==> config.mk <==
export PLATFORM = sky130hd
export DESIGN_NAME = td4_run_ctrl
export DESIGN_NICKNAME = d
export VERILOG_FILES = /design/src/rtl/td4_run_ctrl.sv
export SDC_FILE = /design/constraint.sdc
export NUM_CORES = 1
export LEC_CHECK = 0
export CORE_MARGIN = 2
export CORE_UTILIZATION = 50
export CTS_CLUSTER_DIAMETER = 60
export CTS_CLUSTER_SIZE = 20
export DETAILED_ROUTE_END_ITERATION = 8
export DONT_BUFFER_PORTS = 1
export PLACE_DENSITY_LB_ADDON = 0.15
export RECOVER_POWER = 50
export SLEW_MARGIN = 10
export SYNTH_ARGS = -nofsm -noshare
export SYNTH_HDL_FRONTEND = slang
export SYNTH_SLANG_ARGS = --single-unit
==> constraint.sdc <==
create_clock -name clk -period 2 [get_ports clk]
set_input_delay 0.1 -clock clk [delete_from_list [all_inputs] [get_ports clk]]
set_output_delay 0.1 -clock clk [all_outputs]
set_load 0.1 [all_outputs]
==> src/rtl/td4_run_ctrl.sv <==
// td4_run_ctrl: TD4 program loader and run/step/halt sequencer.
// Optional PC breakpoint unit: define TD4_BREAKPOINT_EN.
module td4_run_ctrl #(
  parameter int DIV_W = 8
) (
  input  logic             clk,
  input  logic             rst_n,
  input  logic             ena,
  input  logic             cmd_valid,
  output logic             cmd_ready,
  input  logic [1:0]       cmd_op,
  input  logic [7:0]       cmd_data,
  input  logic [3:0]       cpu_pc,
  output logic             prog_we,
  output logic [3:0]       prog_addr,
  output logic [7:0]       prog_wdata,
  output logic             cpu_ce,
  output logic             cpu_rst_n,
  output logic [1:0]       state,
  output logic             err,
  output logic             bp_hit
);

  localparam logic [1:0] S_IDLE  = 2'd0;
  localparam logic [1:0] S_RUN   = 2'd1;
  localparam logic [1:0] S_STEP  = 2'd2;
  localparam logic [1:0] S_HALT  = 2'd3;

  localparam logic [1:0] OP_LOAD = 2'd0;
  localparam logic [1:0] OP_RUN  = 2'd1;
  localparam logic [1:0] OP_STEP = 2'd2;
  localparam logic [1:0] OP_CTRL = 2'd3;

  logic [1:0]       state_d;
  logic [3:0]       ptr, ptr_d;
  logic [DIV_W-1:0] div, div_d;
  logic [DIV_W-1:0] cnt, cnt_d;
  logic [DIV_W-1:0] cnt_nx, div_sel;
  logic             we_d, ce_d, rst_d;
  logic             err_d, hit_d;
  logic [3:0]       addr_d;
  logic [7:0]       wdata_d;

  logic xfer, ls_ok, is_ctrl;
  logic load_go, run_go, step_go;
  logic abort, halt_cmd, illegal;
  logic run_act, fire;
  logic bp_set, bp_stop;

  assign cmd_ready = ena & (state != S_STEP);
  assign xfer      = cmd_valid & cmd_ready;
  assign ls_ok     = (state == S_IDLE)
                   | (state == S_HALT);
  assign is_ctrl   = xfer & (cmd_op == OP_CTRL);

  assign load_go  = xfer & ls_ok
                  & (cmd_op == OP_LOAD);
  assign run_go   = xfer & ls_ok
                  & (cmd_op == OP_RUN);
  assign step_go  = xfer & ls_ok
                  & (cmd_op == OP_STEP);
  assign illegal  = xfer & ~ls_ok
                  & (cmd_op != OP_CTRL);
  assign abort    = is_ctrl & cmd_data[5];
  assign halt_cmd = is_ctrl & ~cmd_data[5]
                  & ~bp_set;

  // Pulse is registered, so it is raised on the edge where the
  // counter reaches the divisor; RUN acceptance is count zero.
  assign run_act = run_go
                 | (ena & (state == S_RUN)
                    & ~halt_cmd & ~abort);
  assign div_sel = run_go ? cmd_data[DIV_W-1:0] : div;
  assign cnt_nx  = (run_go || cnt == div)
                 ? '0 : cnt + DIV_W'(1);
  assign fire    = run_act & (cnt_nx == div_sel);

`ifdef TD4_BREAKPOINT_EN
  logic       bp_valid;
  logic [3:0] bp_addr;
  logic [3:0] pc_guess;

  assign bp_set   = is_ctrl & ~cmd_data[5]
                  & cmd_data[4];
  // A pulse in flight moves the pc before the new pulse lands;
  // assume sequential fetch for that instruction.
  assign pc_guess = cpu_pc + {3'b000, cpu_ce};
  assign bp_stop  = fire & bp_valid
                  & (pc_guess == bp_addr);

  // breakpoint address register
  always_ff @(posedge clk or negedge rst_n) begin
    if (!rst_n) begin
      bp_valid <= 1'b0;
      bp_addr  <= 4'd0;
    end else if (abort) begin
      bp_valid <= 1'b0;
    end else if (bp_set) begin
      bp_valid <= 1'b1;
      bp_addr  <= cmd_data[3:0];
    end
  end
`else
  logic unused_pc;
  assign unused_pc = ^cpu_pc;
  assign bp_set    = 1'b0;
  assign bp_stop   = 1'b0;
`endif

  // state register
  always_ff @(posedge clk or negedge rst_n) begin
    if (!rst_n) state <= S_IDLE;
    else        state <= state_d;
  end

  // next-state decode
  always_comb begin
    state_d = state;
    unique case (1'b1)
      abort,
      load_go:
        state_d = S_IDLE;
      run_go:
        state_d = bp_stop ? S_HALT : S_RUN;
      step_go:
        state_d = S_STEP;
      halt_cmd & (state == S_RUN):
        state_d = S_HALT;
      bp_stop & (state == S_RUN):
        state_d = S_HALT;
      ena & (state == S_STEP):
        state_d = S_HALT;
      default: ;
    endcase
  end

  // next values of registered outputs and datapath
  always_comb begin
    we_d    = 1'b0;
    addr_d  = prog_addr;
    wdata_d = prog_wdata;
    ptr_d   = ptr;
    div_d   = div;
    cnt_d   = cnt;
    err_d   = err;
    hit_d   = bp_hit;
    ce_d    = (fire & ~bp_stop) | step_go;
    rst_d   = (state_d != S_IDLE);
    if (load_go) begin
      we_d    = 1'b1;
      addr_d  = ptr;
      wdata_d = cmd_data;
      ptr_d   = ptr + 4'd1;
    end
    if (run_go)  div_d = cmd_data[DIV_W-1:0];
    if (run_act) cnt_d = cnt_nx;
    if (illegal) err_d = 1'b1;
    if (run_go | step_go) hit_d = 1'b0;
    if (bp_stop) hit_d = 1'b1;
    if (abort) begin
      ptr_d = 4'd0;
      err_d = 1'b0;
      hit_d = 1'b0;
      cnt_d = '0;
    end
  end

  // output and datapath registers
  always_ff @(posedge clk or negedge rst_n) begin
    if (!rst_n) begin
      prog_we    <= 1'b0;
      prog_addr  <= 4'd0;
      prog_wdata <= 8'd0;
      cpu_ce     <= 1'b0;
      cpu_rst_n  <= 1'b0;
      err        <= 1'b0;
      bp_hit     <= 1'b0;
      ptr        <= 4'd0;
      div        <= '0;
      cnt        <= '0;
    end else begin
      prog_we    <= we_d;
      prog_addr  <= addr_d;
      prog_wdata <= wdata_d;
      cpu_ce     <= ce_d;
      cpu_rst_n  <= rst_d;
      err        <= err_d;
      bp_hit     <= hit_d;
      ptr        <= ptr_d;
      div        <= div_d;
      cnt        <= cnt_d;
    end
  end

endmodule

### After elaboration in Yosys (flattened, before gate mapping)

Cells that the tools add are included.

| word-level totals | value |
|---|---|
| register bits | 39 |
| bits of input ports | 18 |
| output and inout bits | 20 |
| word-level logic and storage cells | 70 |

| cells by class | value |
|---|---|
| add/subtract/negate cells | 2 |
| eq/ne operators | 10 |
| multiplexer cells | 12 |
| bitwise logic cells | 25 |
| reductions and logical operators | 10 |

Operators with widths:

| cell | number |
|---|---|
| 8-bit 2-to-1 mux | 4 |
| 1-bit AND | 17 |
| 8-bit equality test | 2 |
| 2-bit nonzero test | 5 |
| 8-bit by 1-bit adder with 8-bit output, second input constant | 1 |
| 2-bit equality test, second input constant | 4 |
| 4-bit 2-to-1 mux | 2 |
| 2-bit case mux with 4 select lines | 1 |
| 1-bit 2-to-1 mux | 5 |
| 4-bit by 1-bit adder with 4-bit output, second input constant | 1 |
| 2-bit by 1-bit equality test with 1-bit output, second input constant | 2 |
| 2-bit logical NOT | 2 |
| 2-bit inequality test, second input constant | 2 |
| 1-bit NOT | 4 |
| 1-bit bitwise OR | 4 |
| 2-bit OR reduction | 2 |
| 1-bit logical OR | 1 |

### Logic depth before layout (Yosys ltp)

Gate-level depths: netlist of the first run.

| logic depth | value |
|---|---|
| depth in word-level cells | 11 |
| depth in mapped cells | 11 |
| mapped depth without buffers | 9 |

### Worst setup path before layout of the first run

OpenSTA, ideal clock, no wires.

| timing path | value |
|---|---|
| path kind | register -> register |
| start | reg state[0] |
| end | reg prog_addr[1] |
| setup time | 0.125 ns |
| data arrival time | 4.014 ns |
| required time | 1.875 ns |
| slack | -2.139 ns |
| cell stages (with the launch flop) | 10 |
| buffers on the path | 2 |
| period minus slack after synthesis | 4.139 ns |
| cell sequence | dfrtp_1 > inv_1 > ha_1 > nor2b_1 > nand2_1 > nor3b_2 > and2b_1 > buf_2 > buf_4 > mux2_2 |

| on the way | value |
|---|---|
| cells in the longest elaborated chain, start to end | 5 |
| elaborated cells on any way between the ends | 8 |
| classes of those cells | 2 x eq/ne; 5 x bitwise; 1 x reduce/logical |

Ends and longest elaborated chain:

| element | RTL line | source |
|---|---|---|
| from (decl) | 19 | `output logic [1:0] state,` |
| from (signal assigned) | 113 | `else state <= state_d;` |
| 2-bit inequality test | 50 | `assign cmd_ready = ena & (state != S_STEP);` |
| 1-bit AND | 50 |  |
| named net cmd_ready | 10 | `output logic cmd_ready,` |
| 1-bit AND | 51 | `assign xfer = cmd_valid & cmd_ready;` |
| 1-bit AND | 56 | `assign load_go = xfer & ls_ok` |
| 1-bit AND | 57 | `& (cmd_op == OP_LOAD);` |
| named net load_go | 45 | `logic load_go, run_go, step_go;` |
| to (signal assigned) | 183 | `prog_addr <= addr_d;` |
| to (decl) | 15 | `output logic [3:0] prog_addr,` |

The timed path passes the listed nets, and every way through them passes these cells.
A chain may end at the register's enable or synchronous reset.

### Worst setup path after layout of the first run

| timing path | value |
|---|---|
| start | reg state[1] |
| end | reg cpu_ce |

| on the way | value |
|---|---|
| cells in the longest elaborated chain, start to end | 11 |
| elaborated cells on any way between the ends | 25 |
| classes of those cells | 4 x eq/ne; 2 x mux; 17 x bitwise; 2 x reduce/logical |

Ends and longest elaborated chain:

| element | RTL line | source |
|---|---|---|
| branches (longest 10 deep; another with 8-bit 2-to-1 mux) | - |  |
| 1-bit bitwise OR * | 147 | `ce_d = (fire & ~bp_stop) \| step_go;` |
| named net ce_d | 39 | `logic we_d, ce_d, rst_d;` |
| to (signal assigned) | 174 | `cpu_ce <= 1'b0;` |
| to (signal assigned) | 185 | `cpu_ce <= ce_d;` |
| to (decl) | 17 | `output logic cpu_ce,` |

Mark *: on every way through the listed nets, which the timed path passes.

==> results by group, run 1 <==
Status
  • Outcome: finished, violations left
  • Failing checks: negative setup slack

CTS
  • Root buf cell: clkbuf_8
  • CTS H-tree depth: 2
  • Clk pin slew, worst setup/hold paths: approximately 0.08 ns
  • CTS tree: yes
  • Clk buf depth: 2
  • # clock sinks: 38
  • Num CTS Buffers: 5
  • Clock Latency Late Sink: 0.30 ns

Global route
  • Vias in the first global route: between 1500 and 2000
  • GRT overflow: 0
  • Largest net degree at the start of global routing: 39
  • First-pass GRT wire length: between 8000 and 9000 µm
  • GRT Total Usage: 0.255
  • Initial antenna violation count: 0

STA
  • Finish-stage setup viols: 5
  • Final WS setup: -0.281 ns
  • Min Hold Slack: about 0.057 ns
  • Slew @ Worst Pin: 0.978 ns
  • Unrepaired setup endpoints after global routing: yes
  • Max Freq: between 400 and 500 MHz
  • Fin crit share: 1.14
  • Final min period: between 2 and 2.5 ns
  • Final Max Tran Viols: 0
  • Clock Skew: just over 0.006 ns
  • Setup TNS Final: -0.311 ns
  • Slew margin rel.: 0.348
  • Hold Vio Cnt, Final: 0

Setup path
  • Worst EP required: roughly 2.2 ns
  • Crit start category: register
  • WS Path Type: register to register
  • Crit end category: register
  • Setup crit end: cpu_ce
  • Reg2Reg Depth: 8
  • Max Fanout on Critical Path: 4
  • Worst path max stage delay: between 0.4 and 0.5 ns
  • Critical path arrival: approximately 2.5 ns
  • Reg-to-reg endpoint: cpu_ce
  • Flop-to-flop setup slack: -0.28 ns
  • Worst path cell trace: ha_4, and3b_2, and2_4, mux2_4, xnor2_2, o32ai_2, a21oi_2, o31ai_1
  • Origin of the worst setup path: state[1]
  • FF-to-FF Start: state[1]
  • Slowest-stage cell, CP: dfrtp_4

Synth
  • Number of synthesized flops with an enable pin: 0
  • YS warnings: 0
  • Prevailing post-synth register cell: dfrtp_1
  • Sequential area share after synthesis: 0.457
  • Library cells used by synthesis: 51
  • Cells after synthesis: around 200
  • Total nets after synthesis: 219
  • Synth Cell Area: 2080 µm²
  • Syn avg cell area: 10.6 µm²
  • Async S/R FF share, synth: 1.00
  • #FFs+latches synth: 38

Drt
  • Routed wire length: about 5300 µm
  • WL per Instance: 17.4 µm
  • Via count: 1687
  • DRC Markers: 0
  • Drt initial violations: slightly below 70
  • Vias per inst: roughly 5.5
  • Post-route ant nets: 0
  • DR pass1 iterations: 4

Floorplanning
  • I/O pin total: 38
  • Initial Util: 0.520
  • Die H: a little under 70 µm
  • Die area: roughly 4700 µm²
  • Die width: between 60 and 70 µm
  • Core box area: around 4000 µm²
  • Row cnt: 23

Pwr
  • Internal power: roughly 2.3 mW
  • Sw Ratio: 0.500
  • Psw: approximately 2.3 mW
  • Reg power frac: 0.277
  • Combinational power share: 0.601
  • Leak: 1.36 nW
  • Max VDD drop: ~1200 µV
  • PwrDens: around 1600 nW/µm²
  • Clock power frac: 0.123
  • Power, Total: approximately 4.6 mW

Worst hold path
  • Hold/Removal Path Class: input port to register
  • Hold depth: 3

Finish
  • Layout area overhead: 37.6%
  • Fillers: about 290
  • Share of layout cells above drive strength 1: 0.416
  • Fin util: 0.716
  • Final net count: 276
  • ANT cells: 0
  • Design area: around 2900 µm²

Placed design
  • Post-DP Area: about 2500 µm²
  • Routability congestion estimate: roughly 0.84
  • Post-DP HPWL: approximately 3500 µm
  • I/O Buffers: 0

Run
  • Max-cap violations: 0
## area by class of cell
type / instances / area (µm²) / area share
multi-input combinational: 147 / 1220 / 0.426
sequential: 38 / 958 / 0.335
timing repair buffer: 57 / 509 / 0.178
clock buffer: 6 / 82.6 / 0.0288
tap: 50 / 62.6 / 0.0218
inverter: 5 / 18.8 / 0.00655
clock inverter: 2 / 12.5 / 0.00437
## stage by stage
stage	setup slack [ns]	std cells
2_1_floorplan	-0.593	197
3_3_place_gp	-0.204	281
3_5_place_dp	-0.287	281
4_1_cts	-0.241	301
5_1_grt	-0.310	305
6_report	-0.281	305
## cells by family after synthesis
logic type	count (synthesis)	share of synthesized area
other	1	0.00180
multiplexers	19	0.111
buffers and inverters	12	0.0337
AND/OR/NAND/NOR	71	0.188
XOR/XNOR	20	0.0842
AO/OA/AOI/OAI	32	0.101
adder cells (fa/ha/maj)	4	0.0241
flip-flops	38	0.457
## cells in the final DEF (no fill, tap or decap), types with 2 or more instances in the layout
cell and n:
buf_4 40, dfrtp_1 36, nand2_1 22, mux2_4 17
xor2_1 15, nor2_1 10, dlygate4sd3_1 10, o21ai_0 8
nand3_1 7, clkbuf_8 6, o21ai_1 5, inv_1 4
xnor2_1 4, nand2_2 3, o31ai_1 3, ha_1 3
buf_6 3, and3b_2 2, nor2_2 2, and2_4 2
a211oi_2 2, nor4b_2 2, nor3_1 2, nand2b_1 2
a21oi_2 2, clkbuf_16 2, dfrtp_4 2
## worst min-delay path by stage
stage                         start       endpoint  slack (ns)
after floorplan               rst_n         cnt[0]       -0.20
after global placement        rst_n  prog_wdata[3]       -0.19
after detailed placement      rst_n  prog_wdata[2]       -0.19
after CTS                 cmd_op[1]            err        0.01
after global routing      cmd_op[1]            err        0.04
final                     cmd_op[1]            err        0.06
## synth_stat cells, types with 2 or more instances
master | instances | area (µm²)
buf_2 | 2 | 10.0
and2_4 | 2 | 17.5
and3b_2 | 2 | 20.0
inv_1 | 5 | 18.8
buf_6 | 2 | 22.5
mux2_4 | 5 | 75.1
nor2b_1 | 2 | 12.5
xor2_1 | 15 | 131
nor2_1 | 12 | 45.0
nand2b_1 | 2 | 12.5
mux2_2 | 9 | 101
a21oi_1 | 3 | 15.0
a211oi_1 | 3 | 22.5
buf_4 | 2 | 15.0
xnor2_1 | 5 | 43.8
o31ai_1 | 3 | 22.5
ha_1 | 4 | 50.1
nand2_1 | 25 | 93.8
mux2i_1 | 2 | 20.0
mux2_1 | 3 | 33.8
nand3_1 | 8 | 40.0
dfrtp_1 | 38 | 951
o21ai_0 | 13 | 65.1
nor3_1 | 3 | 15.0
## what timing repair did
item | in CTS | in global routing
setup buffers | 0 | 3
endpoints found under the hold margin | 54 | 0
hold buffers | 11 | 0
setup endpoints to repair | 6 | 21
gates resized for setup | 10 | 20
pin swaps | 4 | 5
cloned | 1 | 1
## flip-flops by register name, summed over array words and instances, names as in the netlist
signal,flops
ptr,4
prog_we,1
cpu_rst_n,1
err,1
prog_addr,4
state,2
prog_wdata,8
div,8
cnt,8
cpu_ce,1
## worst max-delay path, delay by kind of cell (launching register included)
kind / cells / cell delay, ns
compound gates: 3 / 0.57
xor+xnor: 1 / 0.15
fa+ha+maj: 1 / 0.27
flops: 1 / 0.49
mux: 1 / 0.31
simple gates: 2 / 0.39
## routing by layer
layer  vias to the layer above  GRT usage  wire length (µm)  share of wire
met5                         -          0                 0              0
met4                         0     0.0850                82          0.015
met3                         8     0.0666               295          0.056
met2                        47      0.458              2690           0.51
met1                       833      0.294              2230           0.42
li1                        799          -                 -              -
## power by group through the flow
| stage | registers [mW] | logic (mW) | clock network (mW) |
|---|---|---|---|
| 4_1_cts | 1.27 | 2.62 | 0.576 |
| 3_5_place_dp | 1.29 | 2.51 | 0 |
| 5_1_grt | 1.32 | 2.94 | 0.611 |
| 3_3_place_gp | 1.27 | 2.45 | 0 |
| 2_1_floorplan | 2.19 | 1.02 | 0 |
| 6_report | 1.28 | 2.78 | 0.568 |
No activity file was read; power rests on OpenSTA's default activity.
==> run 2: changes to the inputs <==
--- a/config.mk
+++ b/config.mk
@@ -5,6 +5,8 @@
 export SDC_FILE = /design/constraint.sdc
 export NUM_CORES = 1
 export LEC_CHECK = 0
+export ABC_AREA = 1
+export CORE_ASPECT_RATIO = 1.2
 export CORE_MARGIN = 2
 export CORE_UTILIZATION = 50
 export CTS_CLUSTER_DIAMETER = 60
==> run 2 against run 1 <==
Net effect: the run now ends clean; clock skew is essentially flat; utilization fell by 6.1 points; clock power grew 42%; routed wire length is 10% lower.
==> results by group, run 2 <==
Status
  • Outcome: finished, final reports clean (was finished, violations left)

CTS
  • CTS H-tree depth: 2 (unchanged)
  • Root buf cell: clkbuf_8 (unchanged)
  • CTS tree: yes (unchanged)
  • Clock Latency Late Sink: 0.29 ns (was 0.30 ns)
  • Clk buf depth: 2 (unchanged)
  • Num CTS Buffers: 5 (unchanged)
  • Clk pin slew, worst setup/hold paths: 0.07 ns (was 0.08 ns)
  • Post-CTS setup buffers: 0 (unchanged)
  • # clock sinks: 38 (unchanged)

Setup path
  • Worst path cell trace: inv_2, ha_4, inv_1, nor2_4, nand2_4, buf_6, nand2_1, nand2_1, nand4_1, nand2_1, nand2_1, nor2_1, nand3_1, nand2_1 (was ha_4, and3b_2, and2_4, mux2_4, xnor2_2, o32ai_2, a21oi_2, o31ai_1)
  • Crit end category: register (unchanged)
  • Worst EP required: 2.23 ns (was 2.20 ns)
  • Reg2Reg Depth: 14 (was 8)
  • WS Path Type: register to register (unchanged)
  • Critical path arrival: 2.13 ns (was 2.48 ns)
  • Reg-to-reg endpoint: cpu_ce (unchanged)
  • Worst path max stage delay: 0.47 ns (was 0.49 ns)
  • Flop-to-flop setup slack: 0.10 ns (was -0.28 ns)
  • FF-to-FF Start: state[0] (was state[1])
  • Max Fanout on Critical Path: 5 (was 4)
  • Origin of the worst setup path: state[0] (was state[1])
  • Slowest-stage cell, CP: dfrtp_4 (unchanged)
  • Crit start category: register (unchanged)
  • Cell family with most CP delay: simple AND/OR/NAND/NOR gates (was compound AO/OA/AOI/OAI gates)
  • Most numerous cell on the critical path: nand2_1
  • Crit path buf inv count: 3 (was 0)

Pwr
  • Clock power frac: 0.172 (was 0.123)
  • Reg power frac: 0.276 (was 0.277)
  • Power, Total: 4.70 mW (was 4.63 mW)
  • Combinational power share: 0.552 (was 0.601)
  • Max VDD drop: 961 µV (was 1210 µV)
  • Sw Ratio: 0.512 (was 0.500)
  • Psw: 2.41 mW (was 2.31 mW)
  • PwrDens: 1810 nW/µm² (was 1620 nW/µm²)
  • Leak: 1.34 nW (was 1.36 nW)
  • Internal power: 2.29 mW (was 2.31 mW)

STA
  • Min Hold Slack: 0.00340 ns (was 0.0571 ns)
  • Final Max Tran Viols: 0 (unchanged)
  • Clock Skew: 0.00661 ns (was 0.00622 ns)
  • Slew @ Worst Pin: 1.23 ns (was 0.978 ns)
  • Final min period: 1.90 ns (was 2.28 ns)
  • Slew margin rel.: 0.181 (was 0.348)
  • Finish-stage setup viols: 0 (was 5)
  • Setup TNS Final: 0 ns (was -0.311 ns)
  • Hold Vio Cnt, Final: 0 (unchanged)
  • Max Freq: 527 MHz (was 438 MHz)
  • Fin crit share: 0.949 (was 1.14)

Synth
  • Total nets after synthesis: 295 (was 219)
  • Library cells used by synthesis: 32 (was 51)
  • Synth top area share: 0.456 (was 0.457)
  • Largest cells by area after synthesis: dfrtp_1 46%, nand2_1 15%, inv_1 6.8% (was dfrtp_1 46%, xor2_1 6.3%, mux2_2 4.9%)
  • #FFs+latches synth: 38 (unchanged)
  • Number of synthesized flops with an enable pin: 0 (unchanged)
  • Async S/R FF share, synth: 1.00 (unchanged)
  • Cells after synthesis: 273 (was 197)
  • Sequential area share after synthesis: 0.456 (was 0.457)
  • YS warnings: 0 (unchanged)
  • Syn avg cell area: 7.63 µm² (was 10.6 µm²)
  • Count leader, synth: nand2_1 (was dfrtp_1)
  • Prevailing post-synth register cell: dfrtp_1 (unchanged)
  • Top post-synthesis cells by count: 86 x nand2_1, 38 x dfrtp_1, 38 x inv_1 (was 38 x dfrtp_1, 25 x nand2_1, 15 x xor2_1)
  • Post-synth top area cell: dfrtp_1 (unchanged)
  • Synth Cell Area: 2080 µm² (about the same)

Global route
  • GRT overflow: 0 (unchanged)
  • Largest net degree at the start of global routing: 39 (unchanged)
  • Vias in the first global route: 1711 (was 1858)
  • Initial antenna violation count: 0 (unchanged)
  • GRT Total Usage: 0.219 (was 0.255)
  • First-pass GRT wire length: 7890 µm (was 8650 µm)

Drt
  • DR pass1 iterations: 4 (unchanged)
  • Routed wire length: 4770 µm (was 5300 µm)
  • Drt initial violations: 115 (was 69)
  • WL per Instance: 13.0 µm (was 17.4 µm)
  • Vias per inst: 4.92 (was 5.53)
  • Post-route ant nets: 0 (unchanged)
  • Via count: 1812 (was 1687)
  • DRC Markers: 0 (unchanged)

Floorplanning
  • Die area: 4700 µm² (was 4690 µm²)
  • I/O pin total: 38 (unchanged)
  • Die width: 62.9 µm (was 68.5 µm)
  • Row cnt: 25 (was 23)
  • Initial Util: 0.524 (was 0.520)
  • Die H: 74.7 µm (was 68.5 µm)
  • Core box area: 3970 µm² (was 4000 µm²)

Finish
  • ANT cells: 0 (unchanged)
  • Largest regs: cnt: 8 flops, div: 8 flops, prog_wdata: 8 flops (unchanged)
  • Most common cell after layout, fill and taps aside: nand2_1 (was buf_4)
  • Share of layout cells above drive strength 1: 0.188 (was 0.416)
  • Final net count: 335 (was 276)
  • Fillers: 363 (was 294)
  • Most frequent cells in the layout: 83 x nand2_1, 36 x inv_1, 36 x dfrtp_1 (was 40 x buf_4, 36 x dfrtp_1, 22 x nand2_1)
  • Post-Layout Cell Count: 368 (was 305)
  • Layout area overhead: 24.9% (was 37.6%)

Worst hold path
  • Hold_sp: ena (was cmd_op[1])
  • Worst Hold End: err (unchanged)
  • Hold depth: 2 (was 3)
  • Hold/Removal Path Class: input port to register (unchanged)

Placed design
  • Routability congestion estimate: 0.860 (was 0.841)
  • Post-DP HPWL: 3320 µm (was 3540 µm)
  • Post-Place Cells: 349 (was 281)
  • I/O Buffers: 0 (unchanged)

Run
  • Max-cap violations: 0 (unchanged)
==> run 2: logic make-up (layout without fill, tap and decap cells) <==
logic type | count (synthesis) | after routing | share of synthesized area
adders and majority gates | 4 | 4 | 0.0240
buffers and inverters | 53 | 94 | 0.106
other | 1 | 1 | 0.00180
AOI/OAI and AO/OA | 31 | 31 | 0.0853
and+or+nand+nor | 139 | 139 | 0.297
xor gates and xnor gates | 7 | 7 | 0.0294
DFF | 38 | 38 | 0.456
==> run 2: per-layer routing <==
layer	up-vias	wire length (µm)	track usage
met5	-	0	0
met4	0	76	0.0914
met3	8	199	0.0508
met2	46	2420	0.381
met1	820	2070	0.265
li1	938	-	-
==> run 2: cell type report <==
type                       count  area, µm²  share of cell area
inverter                      44        165              0.0635
sequential                    38        956               0.367
tap                           54       67.6              0.0260
clock inverter                 2       60.1              0.0231
multi-input combinational    182        968               0.372
timing repair buffer          42        302               0.116
clock buffer                   6       82.6              0.0317
==> run 2: worst register-to-register path, stage by stage, from the launching register on <==
cell and delay [ns]:
dfrtp_4 0.47, inv_2 0.08, ha_4 0.21, inv_1 0.12, nor2_4 0.06, nand2_4 0.08, buf_6 0.12, nand2_1 0.05
nand2_1 0.10, nand4_1 0.10, nand2_1 0.09, nand2_1 0.05, nor2_1 0.10, nand3_1 0.12, nand2_1 0.09
==> run 2: power groups by stage <==
stage / clock network, mW / logic [mW] / registers (mW)
3_5_place_dp: 0 / 2.56 / 1.31
4_1_cts: 0.818 / 2.61 / 1.30
2_1_floorplan: 0 / 1.04 / 2.31
3_3_place_gp: 0 / 2.54 / 1.30
5_1_grt: 0.859 / 2.81 / 1.34
6_report: 0.807 / 2.59 / 1.30
==> run 2: worst max path at each step <==
stage / end / cells after the start / slack [ns]
floorplan: cpu_rst_n / 10 / -0.01
global placement: cpu_ce / 16 / 0.11
detailed placement: cpu_ce / 16 / 0.08
CTS: cpu_ce / 16 / 0.03
global route: cpu_ce / 13 / -0.005
finish: cpu_ce / 14 / 0.10
==> run 2: what timing repair did <==
action,4_1_cts,5_1_grt
endpoints found under the hold margin,47,0
endpoints found under the setup margin,0,2
resized for setup,0,12
hold buffers,9,0
==> run 2: through the flow <==
stage | worst slack, ns | cell area (µm²) | utilization
4_1_cts | 0.0259 | 2590 | 0.653
3_3_place_gp | 0.111 | 2350 | 0.592
3_5_place_dp | 0.0817 | 2350 | 0.592
5_1_grt | -0.00521 | 2600 | 0.655
6_report | 0.103 | 2600 | 0.655
2_1_floorplan | -0.0123 | 2110 | -
